**src/rtl/clz_arbiter.sv**
```systemverilog
// Two-requester front end sharing one nibble-serial count-leading-zeros unit.
// Round-robin grant on ties; one operand in flight at a time.
module clz_arbiter #(
  parameter bit EARLY_EXIT = 1'b1
) (
  input  logic        clk,
  input  logic        reset,
  input  logic        req0_valid,
  input  logic [31:0] req0_data,
  output logic        req0_ready,
  input  logic        req1_valid,
  input  logic [31:0] req1_data,
  output logic        req1_ready,
  output logic        rsp_valid,
  output logic        rsp_id,
  output logic [5:0]  rsp_clz,
  input  logic        rsp_ready
);

  typedef enum logic [1:0] {IDLE, SCAN, DONE} state_e;

  state_e      state_q, state_d;
  logic [31:0] data_q, data_d;
  logic        id_q, id_d;
  logic [2:0]  idx_q, idx_d;
  logic [5:0]  cnt_q, cnt_d;
  logic        found_q, found_d;
  logic        last_grant_q, last_grant_d;

  logic        grant1;
  logic        accept;
  logic [3:0]  nibble;
  logic        nib_nz;
  logic        scan_end;

  function automatic logic [5:0] lz4(input logic [3:0] n);
    if (n[3])      return 6'd0;
    else if (n[2]) return 6'd1;
    else if (n[1]) return 6'd2;
    else           return 6'd3;
  endfunction

  // Requester 1 wins when alone, or on a tie when requester 0 was served last.
  assign grant1   = req1_valid && (!req0_valid || !last_grant_q);
  assign accept   = req0_ready || req1_ready;
  assign nibble   = data_q[{idx_q, 2'b00} +: 4];
  assign nib_nz   = (nibble != 4'd0);
  assign scan_end = (idx_q == 3'd0) || (EARLY_EXIT && nib_nz);

  // State register
  always_ff @(posedge clk) begin
    // NOTE: sequential state uses non-blocking assignments so every flop
    // samples the pre-edge values, independent of statement order.
    if (reset) state_q <= IDLE;
    else       state_q <= state_d;
  end

  // Next-state logic
  always_comb begin
    // NOTE: every comb output gets a default first so no path infers a latch.
    state_d = state_q;
    unique case (state_q)
      IDLE:    if (accept)    state_d = SCAN;
      SCAN:    if (scan_end)  state_d = DONE;
      DONE:    if (rsp_ready) state_d = IDLE;
      default:                state_d = IDLE;
    endcase
  end

  // Output logic
  always_comb begin
    req0_ready = (state_q == IDLE) && !reset && req0_valid && !grant1;
    req1_ready = (state_q == IDLE) && !reset && grant1;
    rsp_valid  = (state_q == DONE);
    rsp_id     = id_q;
    rsp_clz    = cnt_q;
  end

  // Datapath next values
  always_comb begin
    data_d       = data_q;
    id_d         = id_q;
    idx_d        = idx_q;
    cnt_d        = cnt_q;
    found_d      = found_q;
    last_grant_d = last_grant_q;
    if (accept) begin
      data_d       = req1_ready ? req1_data : req0_data;
      id_d         = req1_ready;
      idx_d        = 3'd7;
      cnt_d        = 6'd0;
      found_d      = 1'b0;
      last_grant_d = req1_ready;
    end else if (state_q == SCAN) begin
      // Once a set bit has been seen, later nibbles must not add to the count.
      if (!found_q) begin
        cnt_d   = nib_nz ? cnt_q + lz4(nibble) : cnt_q + 6'd4;
        found_d = nib_nz;
      end
      if (idx_q != 3'd0) idx_d = idx_q - 3'd1;
    end
  end

  always_ff @(posedge clk) begin
    if (reset) begin
      data_q       <= 32'd0;
      id_q         <= 1'b0;
      idx_q        <= 3'd7;
      cnt_q        <= 6'd0;
      found_q      <= 1'b0;
      last_grant_q <= 1'b1;
    end else begin
      data_q       <= data_d;
      id_q         <= id_d;
      idx_q        <= idx_d;
      cnt_q        <= cnt_d;
      found_q      <= found_d;
      last_grant_q <= last_grant_d;
    end
  end

endmodule

```
**config.mk**
```make
export PLATFORM = sky130hd
export DESIGN_NAME = clz_arbiter
export DESIGN_NICKNAME = d
export VERILOG_FILES = /design/src/rtl/clz_arbiter.sv
export SDC_FILE = /design/constraint.sdc
export NUM_CORES = 1
export LEC_CHECK = 0
export BUFFER_PORTS_ARGS = -buffer_cell sky130_fd_sc_hd__buf_2
export CORE_MARGIN = 2
export CORE_UTILIZATION = 45
export CTS_CLUSTER_SIZE = 25
export DETAILED_ROUTE_END_ITERATION = 10
export MAX_ROUTING_LAYER = met4
export PLACE_DENSITY_LB_ADDON = 0.25
export SYNTH_ARGS = -nofsm -noshare
export SYNTH_HDL_FRONTEND = slang
export SYNTH_SLANG_ARGS = --single-unit
```
**constraint.sdc**
```tcl
create_clock -name clk -period 2.73 [get_ports clk]
set_clock_uncertainty 0.15 [all_clocks]
set_input_delay 0.273 -clock clk [delete_from_list [all_inputs] [get_ports clk]]
set_output_delay 0.273 -clock clk [all_outputs]
set_load 0.01 [all_outputs]
```
-- Word-level counts from Yosys, hierarchy flattened
Index checks and enable logic that the tools add are counted.
- reduce and logical (&&, ||, !) cells: 20
- equality and inequality tests: 5
- muxes and demuxes: 13
- shift operators: 1
- bitwise operators: 1
- add/sub/neg operators: 3
- operators by type and width (operator ; count):
    $mux W32 ; 1
    $shiftx A32 B6 Y4 ; 1
    $mux W6 ; 4
    $mux W2 ; 5
    $add A6 B3 Y6 const B ; 1
    $add A6 B6 Y6 ; 1
    $pmux W2 S3 ; 1
    $logic_and A1 B1 Y1 ; 5
    $logic_not A1 Y1 ; 4
    $ne A2 B2 Y1 const B ; 2
    $reduce_and A2 Y1 ; 2
    $reduce_bool A4 Y1 ; 1
    $logic_not A3 Y1 ; 1
    $logic_or A1 B1 Y1 ; 3
    $reduce_and A3 Y1 ; 1
    $reduce_bool A3 Y1 ; 1
    $sub A3 B1 Y3 const B ; 1
    $eq A2 B1 Y1 const B ; 1
    $eq A2 B2 Y1 const B ; 1
    $logic_not A2 Y1 ; 1
    $mux W1 ; 2
    $ne A2 B1 Y1 const B ; 1
    $reduce_or A2 Y1 ; 1
    $not A1 Y1 ; 1
- register bits after elaboration: 46
- output and inout bits: 10
- word-level logic and storage cells: 50

-- Depth between registers and ports, before layout
- depth after elaboration: 9
- gate-level depth with buffers: 11
- gate-level depth less buffers: 10

-- Worst setup path after synthesis
No wires, ideal clock.
- kind: register -> register
- start point: register idx_q[0]
- end point: register cnt_q[4] (netlist: rsp_clz[4])
- arrival time: 2.403 ns
- data required time: 2.465 ns
- cell stages (with the launch flop): 11
- period minus slack after synthesis: 2.667 ns
- setup slack: 0.063 ns
- path through: dfxtp_1 buf_6 mux4_2 mux2i_4 nand2b_1 and2_1 ha_1 fa_1 a41oi_2 nor3_1 o21a_1
- word-level cells in the longest chain between the ends: 9
- elaborated cells between the ends (all ways): 10
- RTL lines (item ; line ; RTL):
    start: declaration ; 25 ; logic [2:0] idx_q, idx_d;
    start signal: assignment ; 115 ; idx_q <= idx_d;
    $shiftx A32 B6 Y4 (*) ; 46 ; assign nibble = data_q[{idx_q, 2'b00} +: 4];
    $mux W1 ; 39 ; else if (n[1]) return 6'd2;
    $mux W2 ; 38 ; else if (n[2]) return 6'd1;
    $mux W2 ; 37 ; if (n[3]) return 6'd0;
    $mux W6 ; 96 ; if (!found_q) begin
    $mux W6 ; 94 ; end else if (state_q == SCAN) begin
    $mux W6 ; 87 ; if (accept) begin
    $add A6 B6 Y6 ; 97 ; cnt_d = nib_nz ? cnt_q + lz4(nibble) : cnt_q + 6'd4;
    $mux W6 (*) ; 97 ;
    end signal: assignment ; 116 ; cnt_q <= cnt_d;
    end: declaration ; 26 ; logic [5:0] cnt_q, cnt_d;
Mark *: on every way between the ends. The rest lies on a longest branch, timed or not. The select of a mux whose other input is x is not followed.
A chain may end at the register's enable or synchronous reset.

-- Final worst setup path
- start point: register idx_q[0]
- end point: register cnt_q[2] (netlist: rsp_clz[2])
Same word-level chain as after synthesis.

==> reports/qor.csv <==
metric;value;unit
tightest_slew;0.5558;ns
synth_commonest_cells;nand2_1, dfxtp_1, a21oi_1, nor3b_1, o21ai_1;
power;2.271;mW
routedWlPerCell;12.77;um
netlist_area;2432;um2
synth-warning-count;0;
synthDistinctLibCells;41;
avgSynthCellArea;8.656;um2
place_congestion;0.7789;
timing.fmax;383.5;MHz
grtUsageMet1;0.2520;
min_period;2.607;ns
gr-total-overflow;0;
grt_setup_unrepaired;no;
outcome;complete, no violations;
vias_per_cell;5.112;
ant_nets;0;
yosysMostFrequentCell;nand2_1;
ctsHoldBuffers;0;
drt_iter0_markers;64;
num_vias;2193;
synth-async-reset-ratio;0;
synthCells;281;
placed_area;2915;um2
diodes;0;
synth_edf_count;0;
initial_utilization;0.4702;
worstSetupEndpointType;register;
finalNetCount;433;
core_area;5172;um2
drc;0;
cts.path.max_buffers;2;
area_growth;25.21;%
yosys.area.top_type;dfxtp_1;
dieArea;6009;um2
top_usage_layer;met2;
cp_max_fo;5;
powerDensity;745.7;nW/um2
synth_ff_type;dfxtp_1;
layout_setup_ws;0.1226;ns
worstSetupPathType;reg -> reg;
yosys.area.top_type_share;0.3786;
io_buffers;78;
h-tree-depth;2;
ios;79;
grt_antenna_before_repair;0;
drv_cap;0;
grt_usage;0.1933;
drive_above_1_share;0.3398;
numCtsBuffers;5;
routed_wirelength;5477;um
setup_tns;0;ns
total_leakage_power;1.268;nW
slew_headroom;0.6274;
drt-pass1-iter-count;4;
clk_pin_slew;0.09;ns
grtUsageMet2;0.3087;
worst_ep_arrival_time;2.69;ns
ir_worst_vdd;0.3033;mV
cts_tree;done;
grt_pass1_vias;2045;
met3_usage;0.03721;
fillers;480;
post-route-cell-area;3045;um2
num_rows;26;
dp_slack;0.005186;ns
grt_max_degree;66;
report.final.setup_viol;0;
crit_path_start_kind;register;
post-route-period-util;0.9551;
synth.net_count;356;
cts_root_buffer;clkbuf_8;
clk-insertion-delay-late;0.30;ns
dpl.hpwl;4187;um
synth.yosys.seq_area_share;0.3786;
synth_area_leaders;dfxtp_1, nor3b_1, nand2_1;
ys_seq_elements;46;
final_core_util;0.5888;
slew_violations;0;
hold_viol_final;0;
die_height;77.52;um
required;2.81;ns
cts.sinks;46;
min_path_type;in -> reg;
grt_pass1_wl;9149;um
die_w;77.52;um
==> sequential cells by signal (all words and copies together) (netlist names) <==
register,flops
found_q,1
idx_q,3
state_q,2
data_q,32
last_grant_q,1
rsp_clz,6
rsp_id,1
==> layout by cell type (no fill, tap or decap), types with 4 or more instances in the layout <==
cell / instances
buf_2: 78
nand2_1: 50
dfxtp_1: 45
a21oi_1: 33
nor3b_1: 31
o21ai_1: 29
buf_4: 9
mux4_2: 8
nor2_1: 7
o21ai_0: 5
clkbuf_8: 5
nor3_1: 4
inv_1: 4
mux2i_4: 4
o21a_1: 4
ha_1: 4
==> final timing paths <==
check                           depth (start not counted)  slack (ns)    endpoint     startpoint
worst max-delay path                                   10        0.12  rsp_clz[2]       idx_q[0]
worst min-delay path                                    3        0.02  data_q[13]  req1_data[13]
worst max register to register                         10        0.12  rsp_clz[2]       idx_q[0]
worst min register to register                          2        0.30      rsp_id         rsp_id
==> logic make-up after synthesis <==
family	after synthesis	share of synthesized area
simple gates	105	0.2294
compound gates	83	0.1914
flops	46	0.3786
buf+inv	26	0.04372
mux	14	0.1193
fa+ha+maj	6	0.03395
xor+xnor	1	0.003601
==> metrics by stage <==
stage | cells | hold slack [ns]
after floorplan | 281 | 0.2316
after global placement | 419 | 0.2864
after detailed placement | 419 | 0.2885
after CTS | 427 | 0.009538
after global routing | 429 | 0.01094
final | 429 | 0.01962
==> critical path, cell delays in order, from the launching register on <==
cell      delay [ns]
dfxtp_4         0.39
buf_6           0.13
mux4_2          0.53
mux2i_4         0.15
nand2b_1        0.12
and2_1          0.13
ha_2            0.19
fa_2            0.21
a41oi_2         0.06
or3_4           0.36
a21oi_2         0.13
==> metal layers <==
metal / up-vias / routed length, um
li1: 1153 / -
met1: 984 / 2620
met2: 51 / 2566
met3: 5 / 242
met4: 0 / 48
met5: - / 0
==> power by group <==
group	leakage (nW)	internal [mW]	total, mW	switching, mW
Combinational	0.845	0.470	0.925	0.455
Clock	0.0441	0.180	0.409	0.229
Sequential	0.379	0.831	0.937	0.107
==> timing repair <==
action	4_1_cts	5_1_grt
resized for setup	1	7
pin swaps	0	0
setup endpoints to repair	2	3
setup buffers	0	2
==> final cells by class <==
type / instances / area, um2 / area share
multi-input combinational: 209 / 1420 / 0.4663
sequential: 46 / 924.6 / 0.3036
timing repair buffer: 90 / 500.5 / 0.1643
tap: 70 / 87.58 / 0.02876
clock buffer: 5 / 68.82 / 0.02260
inverter: 6 / 22.52 / 0.007395
clock inverter: 3 / 21.27 / 0.006984
No activity file was read; power rests on OpenSTA's default activity.
